`config.mk`:
```
export PLATFORM = sky130hd
export DESIGN_NAME = cla_arbiter
export DESIGN_NICKNAME = d
export VERILOG_FILES = /design/src/rtl/cla_arbiter.sv
export SDC_FILE = /design/constraint.sdc
export NUM_CORES = 1
export LEC_CHECK = 0
export BUFFER_PORTS_ARGS = -buffer_cell sky130_fd_sc_hd__buf_2
export CAP_MARGIN = 5
export CELL_PAD_IN_SITES_DETAIL_PLACEMENT = 0
export CELL_PAD_IN_SITES_GLOBAL_PLACEMENT = 1
export CORE_MARGIN = 2
export CORE_UTILIZATION = 41
export DETAILED_ROUTE_END_ITERATION = 8
export PLACE_DENSITY_LB_ADDON = 0.1
export SLEW_MARGIN = 20
export SYNTH_ARGS = -nofsm -noshare
export SYNTH_HDL_FRONTEND = slang
export SYNTH_HIERARCHICAL = 1
export SYNTH_SLANG_ARGS = --single-unit
```
`constraint.sdc`:
```
create_clock -name clk -period 3.6 [get_ports clk]
set_clock_uncertainty 0.2 [all_clocks]
set_input_delay 0.72 -clock clk [delete_from_list [all_inputs] [get_ports clk]]
set_output_delay 0.72 -clock clk [all_outputs]
set_load 0.05 [all_outputs]
```
`src/rtl/cla_arbiter.sv`:
```
// cla_arbiter: two-requester round-robin front end that time-shares a single
// 32-bit carry-lookahead adder (cla_32). One operation is in flight at a time:
// IDLE (accept) -> CALC (adder evaluates registered operands) -> HOLD (result
// presented until the consumer takes it).
// Optional subtract mode: define CLA_ARB_SUB_EN to add req0_sub/req1_sub.

module cla_32 (
  input  logic [31:0] a,
  input  logic [31:0] b,
  input  logic        c_in,
  output logic [31:0] s,
  output logic        c_out,
  output logic        overflow
);

  logic [31:0] g;
  logic [31:0] p;
  logic [7:0]  bg;
  logic [7:0]  bp;
  logic [32:0] c;

  assign g = a & b;
  assign p = a ^ b;

  // Block generate/propagate for each 4-bit lookahead group
  always_comb begin
    bg = '0;
    bp = '0;
    for (int unsigned k = 0; k < 8; k++) begin
      bp[k] = p[4*k+3] & p[4*k+2] & p[4*k+1] & p[4*k];
      bg[k] = g[4*k+3]
            | (p[4*k+3] & g[4*k+2])
            | (p[4*k+3] & p[4*k+2] & g[4*k+1])
            | (p[4*k+3] & p[4*k+2] & p[4*k+1] & g[4*k]);
    end
  end

  // Carries: lookahead inside each group, group carry chained via bg/bp
  always_comb begin
    c    = '0;
    c[0] = c_in;
    for (int unsigned k = 0; k < 8; k++) begin
      c[4*k+1] = g[4*k] | (p[4*k] & c[4*k]);
      c[4*k+2] = g[4*k+1] | (p[4*k+1] & g[4*k]) | (p[4*k+1] & p[4*k] & c[4*k]);
      c[4*k+3] = g[4*k+2] | (p[4*k+2] & g[4*k+1]) | (p[4*k+2] & p[4*k+1] & g[4*k])
               | (p[4*k+2] & p[4*k+1] & p[4*k] & c[4*k]);
      c[4*k+4] = bg[k] | (bp[k] & c[4*k]);
    end
  end

  assign s        = p ^ c[31:0];
  assign c_out    = c[32];
  assign overflow = (a[31] == b[31]) & (s[31] != a[31]);

endmodule

module cla_arbiter #(
  parameter logic RR_INIT = 1'b0
) (
  input  logic        clk,
  input  logic        rst_n,
  input  logic        req0_valid,
  output logic        req0_ready,
  input  logic [31:0] req0_a,
  input  logic [31:0] req0_b,
  input  logic        req0_c_in,
  input  logic        req1_valid,
  output logic        req1_ready,
  input  logic [31:0] req1_a,
  input  logic [31:0] req1_b,
  input  logic        req1_c_in,
`ifdef CLA_ARB_SUB_EN
  input  logic        req0_sub,
  input  logic        req1_sub,
`endif
  output logic        rsp_valid,
  input  logic        rsp_ready,
  output logic        rsp_id,
  output logic [31:0] rsp_s,
  output logic        rsp_c_out,
  output logic        rsp_overflow
);

  typedef enum logic [1:0] {IDLE, CALC, HOLD} state_t;

  state_t      state;
  state_t      state_nxt;
  logic        last;
  logic        grant0;
  logic        grant1;
  logic [31:0] op_a;
  logic [31:0] op_b;
  logic        op_c_in;
  logic        op_id;
  logic [31:0] add_b;
  logic        add_c_in;
  logic [31:0] sum;
  logic        sum_c;
  logic        sum_ov;
`ifdef CLA_ARB_SUB_EN
  logic        op_sub;
`endif

  // Grant selection and next-state; the requester not holding `last` wins a tie
  always_comb begin
    state_nxt = state;
    grant0    = '0;
    grant1    = '0;
    case (state)
      IDLE: begin
        grant0 = req0_valid & (~req1_valid | last);
        grant1 = req1_valid & (~req0_valid | ~last);
        if (grant0 | grant1) state_nxt = CALC;
      end
      CALC:    state_nxt = HOLD;
      HOLD:    if (rsp_ready) state_nxt = IDLE;
      default: state_nxt = IDLE;
    endcase
  end

  // Readies are masked by rst_n so they read 0 for the whole reset window
  assign req0_ready = rst_n & grant0;
  assign req1_ready = rst_n & grant1;
  assign rsp_valid  = (state == HOLD);

  // State register
  always_ff @(posedge clk or negedge rst_n) begin
    if (!rst_n) state <= IDLE;
    else        state <= state_nxt;
  end

  // Last-grant pointer, updated on every grant
  always_ff @(posedge clk or negedge rst_n) begin
    if (!rst_n)                last <= ~RR_INIT;
    else if (grant0 | grant1)  last <= grant1;
  end

  // Operand capture on the accept edge; the adder sees only these registers
  always_ff @(posedge clk or negedge rst_n) begin
    if (!rst_n) begin
      op_a    <= '0;
      op_b    <= '0;
      op_c_in <= '0;
      op_id   <= '0;
`ifdef CLA_ARB_SUB_EN
      op_sub  <= '0;
`endif
    end else if (grant0 | grant1) begin
      op_a    <= grant1 ? req1_a    : req0_a;
      op_b    <= grant1 ? req1_b    : req0_b;
      op_c_in <= grant1 ? req1_c_in : req0_c_in;
      op_id   <= grant1;
`ifdef CLA_ARB_SUB_EN
      op_sub  <= grant1 ? req1_sub  : req0_sub;
`endif
    end
  end

`ifdef CLA_ARB_SUB_EN
  // Subtract as a + ~b + 1; the requester's carry-in is ignored
  assign add_b    = op_sub ? ~op_b : op_b;
  assign add_c_in = op_sub | op_c_in;
`else
  assign add_b    = op_b;
  assign add_c_in = op_c_in;
`endif

  cla_32 u_cla (
    .a        (op_a),
    .b        (add_b),
    .c_in     (add_c_in),
    .s        (sum),
    .c_out    (sum_c),
    .overflow (sum_ov)
  );

  // Response registers load on CALC exit and hold through HOLD backpressure
  always_ff @(posedge clk or negedge rst_n) begin
    if (!rst_n) begin
      rsp_s        <= '0;
      rsp_c_out    <= '0;
      rsp_overflow <= '0;
      rsp_id       <= '0;
    end else if (state == CALC) begin
      rsp_s        <= sum;
      rsp_c_out    <= sum_c;
      rsp_overflow <= sum_ov;
      rsp_id       <= op_id;
    end
  end

endmodule

```
==> results of run 1 <==
## power by group through the flow
stage / Combinational (mW) / Sequential [mW] / Clock (mW)
2_1_floorplan: 3.06 / 2.77 / 0
3_3_place_gp: 4.68 / 2.22 / 0
3_5_place_dp: 4.73 / 2.25 / 0
4_1_cts: 4.77 / 2.23 / 1.11
6_report: 4.90 / 2.27 / 1.07
5_1_grt: 5.42 / 2.35 / 1.15
## layer usage
metal | track usage [%] | vias up | share of wire [%]
li1 | - | 2716 | -
met3 | 4.28 | 22 | 4.4
met1 | 31.6 | 2858 | 47
met4 | 6.22 | 0 | 1.4
met2 | 37.6 | 170 | 47
met5 | 0 | - | 0
## worst max-delay path by stage
stage	startpoint	endpoint	slack, ns	cells after the start
final	op_a[13]	rsp_s[29]	0.17	12
after global placement	op_a[1]	rsp_s[28]	0.06	11
after detailed placement	op_a[1]	rsp_s[28]	-0.04	11
after floorplan	op_a[10]	rsp_s[29]	0.37	12
after global routing	op_a[4]	rsp_s[28]	-0.01	11
after CTS	add_b[5]	rsp_s[28]	0.01	11
## cell families (layout without fill, tap and decap cells)
kind of cell | Yosys count | after routing | share of synthesized area [%]
buf+inv | 73 | 211 | 5.35
xor+xnor | 20 | 20 | 2.64
mux | 37 | 37 | 6.31
simple gates | 183 | 183 | 17.8
flops | 104 | 104 | 39.2
compound gates | 187 | 187 | 20.3
fa+ha+maj | 40 | 40 | 8.44
## through the flow
step	power (mW)	TNS (ns)	setup slack [ns]	cells	util, %
3_3_place_gp	6.90	0	0.0610	980	47.6
5_1_grt	8.91	-0.0156	-0.0124	998	50.5
6_report	8.24	0	0.169	998	50.5
2_1_floorplan	5.83	0	0.370	644	-
4_1_cts	8.11	0	0.0126	996	49.7
3_5_place_dp	6.98	-0.0409	-0.0409	980	47.6
## placed cells by master, fill, tap and decap left out, drive strengths merged, types with 2 or more instances in the layout
cell type and count:
nor2b 3, nand2b 7, bufinv 2, o2111ai 66
nor2 15, mux2 36, xnor2 9, inv 12
a21o 18, a21oi 10, clkbuf 11, dfrtp 103
nand2 10, buf 183, nand3b 65, a221oi 2
a211oi 4, fa 8, o21bai 3, o21ai 74
ha 32, or2 3, nand3 5, clkinvlp 2
xor2 11, and3 67, nand4 2
## synth_stat cells, types with 6 or more instances
master                      number
sky130_fd_sc_hd__fa_1            8
sky130_fd_sc_hd__a21o_1         18
sky130_fd_sc_hd__inv_1          12
sky130_fd_sc_hd__o21ai_0        67
sky130_fd_sc_hd__and3_1         66
sky130_fd_sc_hd__o2111ai_1      65
sky130_fd_sc_hd__nand2_1        10
sky130_fd_sc_hd__mux2_1         29
sky130_fd_sc_hd__nor2_1         15
sky130_fd_sc_hd__xnor2_1         9
sky130_fd_sc_hd__mux2_2          6
sky130_fd_sc_hd__a21oi_1        10
sky130_fd_sc_hd__buf_6           7
sky130_fd_sc_hd__ha_1           32
sky130_fd_sc_hd__nand2b_1        7
sky130_fd_sc_hd__clkbuf_1       34
sky130_fd_sc_hd__xor2_1         11
sky130_fd_sc_hd__nand3b_1       65
sky130_fd_sc_hd__dfrtp_1       103
sky130_fd_sc_hd__buf_2          17
## worst max-delay path, stage by stage, from the launching register on
cell,delay [ns]
sky130_fd_sc_hd__dfrtp_1,0.39
sky130_fd_sc_hd__ha_1,0.36
sky130_fd_sc_hd__a21o_1,0.22
sky130_fd_sc_hd__a21o_1,0.19
sky130_fd_sc_hd__a21oi_1,0.18
sky130_fd_sc_hd__o21ai_0,0.21
sky130_fd_sc_hd__o21ai_2,0.24
sky130_fd_sc_hd__o21ai_2,0.12
sky130_fd_sc_hd__a41oi_2,0.26
sky130_fd_sc_hd__o21bai_1,0.13
sky130_fd_sc_hd__fa_1,0.39
sky130_fd_sc_hd__xor2_1,0.15
sky130_fd_sc_hd__mux2_1,0.28
## state kept, by name, summed over array words and instances, names as in the netlist
name and flops:
op_a 32, rsp_c_out 1, last 1, rsp_id 1, add_c_in 1, rsp_s 32
add_b 32, op_id 1, rsp_overflow 1, state 2
## cell type report
type	instances	area (sq um)
Fill cell	1555	7860
Inverter	12	45.0
Clock buffer	11	243
Tap cell	216	270
Multi-Input combinational cell	467	3830
Sequential cell	104	2600
Timing Repair Buffer	183	950
Clock inverter	5	80.1
## what timing repair did
item / in CTS / in global routing
hold buffers: 0 / 0
gates resized for setup: 1 / 13
setup buffers: 0 / 2
pin swaps: 1 / 5
cloned: 0 / 0
setup endpoints to repair: 1 / 2
==> metrics, run 1 <==
status finished clean; total number of placement rows between 40 and 50; maximum vdd drop roughly 770 uV; Leak about 3.9 nW; Setup-failing EPs final 0; Clk Tree Root Cell sky130_fd_sc_hd__clkbuf_16; cell internal power dissipation between 4 and 5 mW; synth unique cells 55; R2R cell count 12; Antenna Cells 0; sinks on the clock net 104; CP Class reg -> reg; number of violations reported at the end of detailed-routing iteration 0 between 200 and 300; die area approximately 0.017 sq mm; R2R Path Start op_a[13]; fraction of post-synthesis cell area in the top cell type by area ~39%; maximum clock frequency 291 MHz; Seq pwr share roughly 28%; maximum level of the CTS H-tree 3; reported net switching power 3.93 mW; Syn Nets between 800 and 900; top flip-flop cell by instance count after synthesis sky130_fd_sc_hd__dfrtp_1; clock network latency to the later pin of the worst-skew pair 0.36 ns; total overflow reported by the global router 0; post-route design area 0.00802 sq mm; clock slew at reported path FFs approximately 0.07 ns; Max-Slew Margin vs Limit roughly 29%; clock buffer count from CTS 9; HPWL after DPL between 10000 and 15000 um; share of the yosys chip area belonging to registers between 30% and 40%; drt wl/cell between 15 and 20 um; global-route usage over all layers between 20% and 30%; worst setup slack for register-to-register paths between 0.15 and 0.2 ns; height of the die about 130 um; Post-synth EDFFs 0; Final Hold Violating Endpoints 0; routed vias roughly 5800; clock tree from TritonCTS done; Syn Inst Count ~640; proportion of total power due to net switching between 40% and 50%; number of antenna violations at the first check in global routing 1; transition time at the pin with the least slew margin roughly 1.1 ns; drt via density roughly 5.8; Crit path required time ~3.6 ns; WP data arrival between 3 and 4 ns; kind of path behind the tightest hold check in -> async; first-pass GRT wire length 32300 um; I/O pin count 173; drt drc 0; Antenna Nets Post-Route 0; total power per unit cell area slightly above 1000 mW/mm^2; growth of design area from synthesis to finish 20.8%; clock network fraction of design power a little over an eighth; horizontal extent of the die about 130 um; kind of capture point of the worst setup path register; worst hold slack roughly 0.10 ns; instance area after placement about 0.0076 sq mm; number of global-route vias before repair between 6000 and 7000; period utilisation layout between 90% and 100%; Crit Reg-Reg Endpoint rsp_s[29]; flip-flop and latch count after synthesis between 100 and 150; maximum number of pins on one net before global-route repair 78; number of warning messages in the yosys log 6; number of I/O port buffers around 170; Setup crit start kind register; crit-path max FO 4; initial cell density of the core 41.8%; Bufs on Longest Clock Path 2; core region area between 0.015 and 0.02 sq mm; max-cap violations 0; largest cells by area after synthesis sky130_fd_sc_hd__dfrtp_1, sky130_fd_sc_hd__o2111ai_1, sky130_fd_sc_hd__nand3b_1; asr flop ratio synth 100%; max-slew violations 0; largest area contributor in the synthesized netlist sky130_fd_sc_hd__dfrtp_1; Nets around 950; DR pass1 iterations 6; fraction of layout cells with a size suffix above 1 between 30% and 40%; routed wire length 19600 um; last weighted congestion value of the routability-driven placer 0.822; average cell area after synthesis slightly above 10 sq um; final worst path period need 3.43 ns; synthesized area between 0.006 and 0.007 sq mm; relative contribution of combinational cells to total power 59.4%
Note: power is estimated with default switching activity, not from simulation.
==> run 2, diff against run 1 <==
- CORE_MARGIN: 2 -> default
==> run 2 against run 1 <==
Net effect: sequential share of layout area increased by 0.38 points; cell count unchanged; cell area decreased by 1.2%; via count decreased by 0.61%.
==> metrics, run 2 (synthesized netlist as in run 1, its figures left out) <==
status finished clean; fill count between 1000 and 1500; Clk Tree Root Cell sky130_fd_sc_hd__clkbuf_16; R2R Path Start op_a[11]; Max-Slew Margin vs Limit 29.3%; kind of capture point of the worst setup path register; maximum level of the CTS H-tree 3; I/O pin count around 170; worst hold slack between 0.2 and 0.3 ns; growth of design area from synthesis to finish 19.4%; largest incremental delay on the critical path around 0.44 ns; global-route usage over all layers 24.1%; kind of path behind the tightest hold check reg -> reg; setup repair after global routing missed its margin yes; Antenna Cells 0; footprint of the flip-flops and latches 0.00260 sq mm; total overflow reported by the global router 0; top library cells by usage in the layout, fill and taps aside sky130_fd_sc_hd__buf_2, sky130_fd_sc_hd__dfrtp_1, sky130_fd_sc_hd__o21ai_0; initial cell density of the core roughly two fifths; instance area after placement between 0.007 and 0.008 sq mm; horizontal extent of the die about 130 um; CP bufs+invs 0; drt wl/cell just under 20 um; Setup-failing EPs final 0; total number of placement rows 46; capturing element of the worst setup path rsp_s[28]; crit-path leading delay family compound AO/OA/AOI/OAI gates; Total Power around 8.0 mW; Crit Reg-Reg Endpoint rsp_s[28]; multi-input logic area roughly 0.0037 sq mm; DR pass1 iterations 5; first-pass GRT wire length 30900 um; period utilisation layout 95.4%; Final Hold Violating Endpoints 0; number of global-route vias before repair 5800; CP Class reg -> reg; core region area approximately 0.016 sq mm; Antenna Nets Post-Route 0; number of violations reported at the end of detailed-routing iteration 0 300; worst setup slack for register-to-register paths between 0.15 and 0.2 ns; drt drc 0; clock tree from TritonCTS done; final worst path period need roughly 3.4 ns; max-cap violations 0; max-slew violations 0; cell depth of the worst setup path 11; Crit path required time roughly 3.6 ns; Critical Path, Cell by Cell ha_1 > and3_2 > and4_1 > a2bb2oi_2 > a211oi_4 > o21ai_2 > o21ai_4 > a41oi_2 > o21bai_1 > fa_1 > mux2_1; maximum clock frequency between 200 and 300 MHz; sinks on the clock net approximately 100; WP data arrival roughly 3.5 ns; total power per unit cell area 1010 mW/mm^2; number of antenna violations at the first check in global routing 0; clock buffer count from CTS 9; Setup crit start kind register; routed vias approximately 5700; height of the die 129 um; Bufs on Longest Clock Path 2; maximum number of pins on one net before global-route repair 68; transition time at the pin with the least slew margin between 1 and 1.5 ns; last weighted congestion value of the routability-driven placer 0.812; maximum vdd drop between 600 and 700 uV; HPWL after DPL approximately 13000 um; Leak just under 4 nW; R2R cell count 11; post-route design area just under 0.008 sq mm; crit-path max FO 4; most common library cell in the layout ignoring fill and taps sky130_fd_sc_hd__buf_2; clock slew at reported path FFs 0.07 ns; master of the slowest instance on the critical path sky130_fd_sc_hd__fa_1; routed wire length a little under 20000 um; die area approximately 0.017 sq mm; number of I/O port buffers ~170; clock network latency to the later pin of the worst-skew pair around 0.36 ns; fraction of layout cells with a size suffix above 1 29.3%; Nets roughly 950; drt via density about 5.7; worst setup path startpoint op_a[11]
run 2: cell count changes in the layout (fill, tap and decap cells not counted), moves of 2 or more:
cell	change
sky130_fd_sc_hd__clkbuf_8	+2
sky130_fd_sc_hd__clkinvlp_4	-2
sky130_fd_sc_hd__buf_4	-2
sky130_fd_sc_hd__buf_12	+2
sky130_fd_sc_hd__clkinv_4	+2
sky130_fd_sc_hd__ha_4	-7
sky130_fd_sc_hd__ha_1	+7
sky130_fd_sc_hd__bufinv_16	-2
run 2: layout make-up:
class	count	area share, %
Sequential cell	104	32.8
Timing Repair Buffer	183	12.3
Clock buffer	12	3.36
Clock inverter	4	0.347
Tap cell	216	3.41
Inverter	12	0.568
Multi-Input combinational cell	467	47.2
run 2: what timing repair did:
item | 4_1_cts | 5_1_grt
setup buffers | 0 | 0
setup endpoints to repair | 1 | 2
hold buffers | 1 | 0
gates cloned | 0 | 0
resized for setup | 1 | 4
pin swaps | 1 | 2
hold endpoints to repair | 2 | 0
run 2: per-stage QoR:
step | util, % | TNS (ns) | instances | setup WS, ns
6_report | 50.1 | 0 | 998 | 0.165
5_1_grt | 50.1 | -0.0635 | 998 | -0.0378
4_1_cts | 49.9 | 0 | 998 | 0.0162
3_5_place_dp | 48.0 | -0.0254 | 981 | -0.0254
3_3_place_gp | 48.0 | 0 | 981 | 0.0921
2_1_floorplan | - | 0 | 644 | 0.370
run 2: routing by layer:
metal / vias up / part of all wire, % / global-route usage (%)
li1: 2721 / - / -
met5: - / 0 / 0
met1: 2836 / 47 / 33.0
met2: 160 / 47 / 40.0
met3: 14 / 4.1 / 3.59
met4: 0 / 1.3 / 6.37
run 2: worst min path at each step:
stage,startpoint,endpoint,slack (ns),cells after the start
after global placement,rsp_s[17],rsp_s[17],0.27,1
after floorplan,rst_n,add_b[0],0.22,0
after detailed placement,rsp_s[6],rsp_s[6],0.28,1
final,rsp_s[8],rsp_s[8],0.29,1
after global routing,rsp_s[16],rsp_s[16],0.31,1
after CTS,rsp_s[6],rsp_s[6],0.30,1
run 2: report_power, final:
part,switching [mW],total [mW],internal [mW],leakage [nW]
registers,0.401,2.17,1.77,1.27
clock network,0.450,0.976,0.527,0.149
logic,3.04,4.86,1.82,2.49
==> run 3, diff against run 2 <==
- CORE_UTILIZATION: 41 -> 39
- SYNTH_HIERARCHICAL: 1 -> default
- TNS_END_PERCENT: default -> 10
==> run 3 against run 2 <==
Net effect: count of clock-buffer cells in the layout grew 1; fmax grew 11%; total power shrank 4.4%; synthesized area shrank 13%; non-clock buffer count shrank 6; routed wire length shrank 33%; utilization shrank 1.0 points; critical path depth shrank 1; flip-flop and latch count is the same; first-iteration DRC count shrank 30%; global-route usage shrank 6.0 points.
==> metrics, run 3 <==
maximum number of pins on one net before global-route repair 81; Nets about 920; growth of design area from synthesis to finish 23.2%; core region area ~0.014 sq mm; WP data arrival roughly 3.2 ns; DR pass1 iterations 4; maximum level of the CTS H-tree 3; total overflow reported by the global router 0; HPWL after DPL 9580 um; Seq pwr share 28.0%; Post-CTS Setup Repair Bufs 0; proportion of total power due to net switching a little under half; setup TNS 0 ns; routed vias between 4000 and 5000; WHS Path Cells 2; R2R cell count 10; cell with the most instances after synthesis sky130_fd_sc_hd__dfrtp_1; most common library cell in the layout ignoring fill and taps sky130_fd_sc_hd__buf_2; clock buffer count from CTS 9; CP bufs+invs 0; asr flop ratio synth 100%; final worst path period need approximately 3.1 ns; top flip-flop cell by instance count after synthesis sky130_fd_sc_hd__dfrtp_1; Syn Nets approximately 770; drt via density a little under 5; Clk Tree Root Cell sky130_fd_sc_hd__clkbuf_16; fraction of post-synthesis cell area in the top cell type by area 44.7%; horizontal extent of the die ~120 um; average cell area after synthesis a little under 10 sq um; Syn Inst Count around 590; setup repair after global routing missed its margin no; number of gates given a new drive strength after cts 0; last weighted congestion value of the routability-driven placer 0.757; Leak around 3.7 nW; Max-Slew Margin vs Limit between 40% and 50%; number of global-route vias before repair about 4300; cell depth of the worst setup path 10; number of warning messages in the yosys log 0; max-cap violations 0; transition time at the pin with the least slew margin roughly 0.8 ns; sinks on the clock net approximately 100; global-route usage over all layers 18.2%; maximum vdd drop 465 uV; number of placed cells counting well taps around 920; flip-flop and latch count after synthesis roughly 100; Post-synth EDFFs 0; Antenna Cells 0; Final Non-Filler Cells approximately 940; multi-input logic area approximately 0.0030 sq mm; status finished clean; clock tree from TritonCTS done; end-of-flow core utilization 49.0%; largest cells by area after synthesis sky130_fd_sc_hd__dfrtp_1, sky130_fd_sc_hd__mux2i_1, sky130_fd_sc_hd__ha_1; first-pass GRT wire length around 21000 um; share of the yosys chip area belonging to registers 45.2%; Critical Path, Cell by Cell ha_1 > nand3_2 > nor3_2 > or3b_4 > a211oi_2 > o21ai_0 > o21bai_1 > fa_1 > nand2_1 > nand2_1; cell internal power dissipation 4.00 mW; CP Class reg -> reg; master of the slowest instance on the critical path sky130_fd_sc_hd__or3b_4; synthesized area a little under 0.006 sq mm; relative contribution of combinational cells to total power 60.2%; clock network fraction of design power a little under an eighth; kind of capture point of the worst setup path register; die area 0.0153 sq mm; Setup-failing EPs final 0; drt wl/cell ~14 um; kind of path behind the tightest hold check reg -> reg; fill count roughly 1400; initial cell density of the core around two fifths; library cell appearing most often on the critical path sky130_fd_sc_hd__nand2_1; maximum clock frequency 322 MHz; number of violations reported at the end of detailed-routing iteration 0 around 210; top library cells by usage in the layout, fill and taps aside sky130_fd_sc_hd__buf_2, sky130_fd_sc_hd__dfrtp_1, sky130_fd_sc_hd__a21oi_1, sky130_fd_sc_hd__nor2_1, sky130_fd_sc_hd__nand2_1; hold_buf cts 0; crit-path leading delay family simple AND/OR/NAND/NOR gates; total power per unit cell area between 1000 and 1500 mW/mm^2; I/O pin count roughly 170; clock slew at reported path FFs 0.07 ns; number of I/O port buffers ~170; total number of placement rows between 40 and 50; number of antenna violations at the first check in global routing 0; largest area contributor in the synthesized netlist sky130_fd_sc_hd__dfrtp_1; Bufs on Longest Clock Path 2; clock network latency to the later pin of the worst-skew pair 0.35 ns; Final Hold Violating Endpoints 0; footprint of the flip-flops and latches between 0.002 and 0.003 sq mm; height of the die 124 um; fraction of layout cells with a size suffix above 1 approximately 28%; instance area after placement ~0.0068 sq mm; drt drc 0; post-route design area just over 0.007 sq mm; leading cell types by count after synthesis sky130_fd_sc_hd__dfrtp_1, sky130_fd_sc_hd__a21oi_1, sky130_fd_sc_hd__nor2_1, sky130_fd_sc_hd__nand2_1, sky130_fd_sc_hd__mux2i_1; max-slew violations 0; synth unique cells between 40 and 50; period utilisation layout a little under nine tenths; Crit path required time ~3.7 ns; routed wire length between 10000 and 15000 um; Antenna Nets Post-Route 0; crit-path max FO 6; worst hold slack 0.274 ns; largest incremental delay on the critical path approximately 0.44 ns; reported net switching power 3.66 mW; Setup crit start kind register
-- run 3: power groups by stage --
stage	combinational, mW	clock (mW)	sequential [mW]
floorplan	2.99	0	2.75
global placement	4.61	0	2.15
detailed placement	4.64	0	2.17
CTS	4.66	0.936	2.15
global route	5.20	0.992	2.23
finish	4.61	0.907	2.14
-- run 3: worst paths after layout --
kind | startpoint | to | slack [ns]
worst max-delay path | op_a[11] | rsp_s[28] | 0.49
worst min-delay path | rsp_s[16] | rsp_s[16] | 0.27
worst max register to register | op_a[11] | rsp_s[28] | 0.49
worst min register to register | rsp_s[16] | rsp_s[16] | 0.27
max in group asynchronous | rst_n | op_a[16] | 1.76
min in group asynchronous | rst_n | op_a[27] | 0.32
-- run 3: tightest hold or removal path: cells and delay by family (launching register included) --
family | cells | cell delay [ns]
and+or+nand+nor | 2 | 0.10
DFF | 1 | 0.34
-- run 3: cell families (layout without fill, tap and decap cells) --
family	Yosys count	count (layout)	synth area share (%)
adders and majority gates	40	40	9.72
muxes	65	65	11.3
and+or+nand+nor	171	171	12.4
AOI/OAI and AO/OA	155	155	16.5
DFF	104	104	45.2
buffers and inverters	41	204	2.69
xor gates and xnor gates	15	15	2.28
-- run 3: layout make-up --
class	instances	share of cell area, %
clock inverter	3	0.247
tap	184	3.24
inverter	11	0.581
sequential	104	36.7
multi-input combinational	446	42.7
clock buffer	13	3.52
timing repair buffer	177	13.0
-- run 3: stage by stage --
step | power (mW) | setup slack, ns
finish | 7.66 | 0.495
floorplan | 5.73 | 0.608
global route | 8.43 | 0.252
detailed placement | 6.81 | 0.467
CTS | 7.75 | 0.445
global placement | 6.76 | 0.488
-- run 3: routing by layer --
metal  vias up  wire length (um)  GRT usage [%]
met4         0                99           3.84
li1       2383                 -              -
met3         7               566           4.53
met5         -                 0              0
met2       107              6030           29.1
met1      2143              6270           24.8
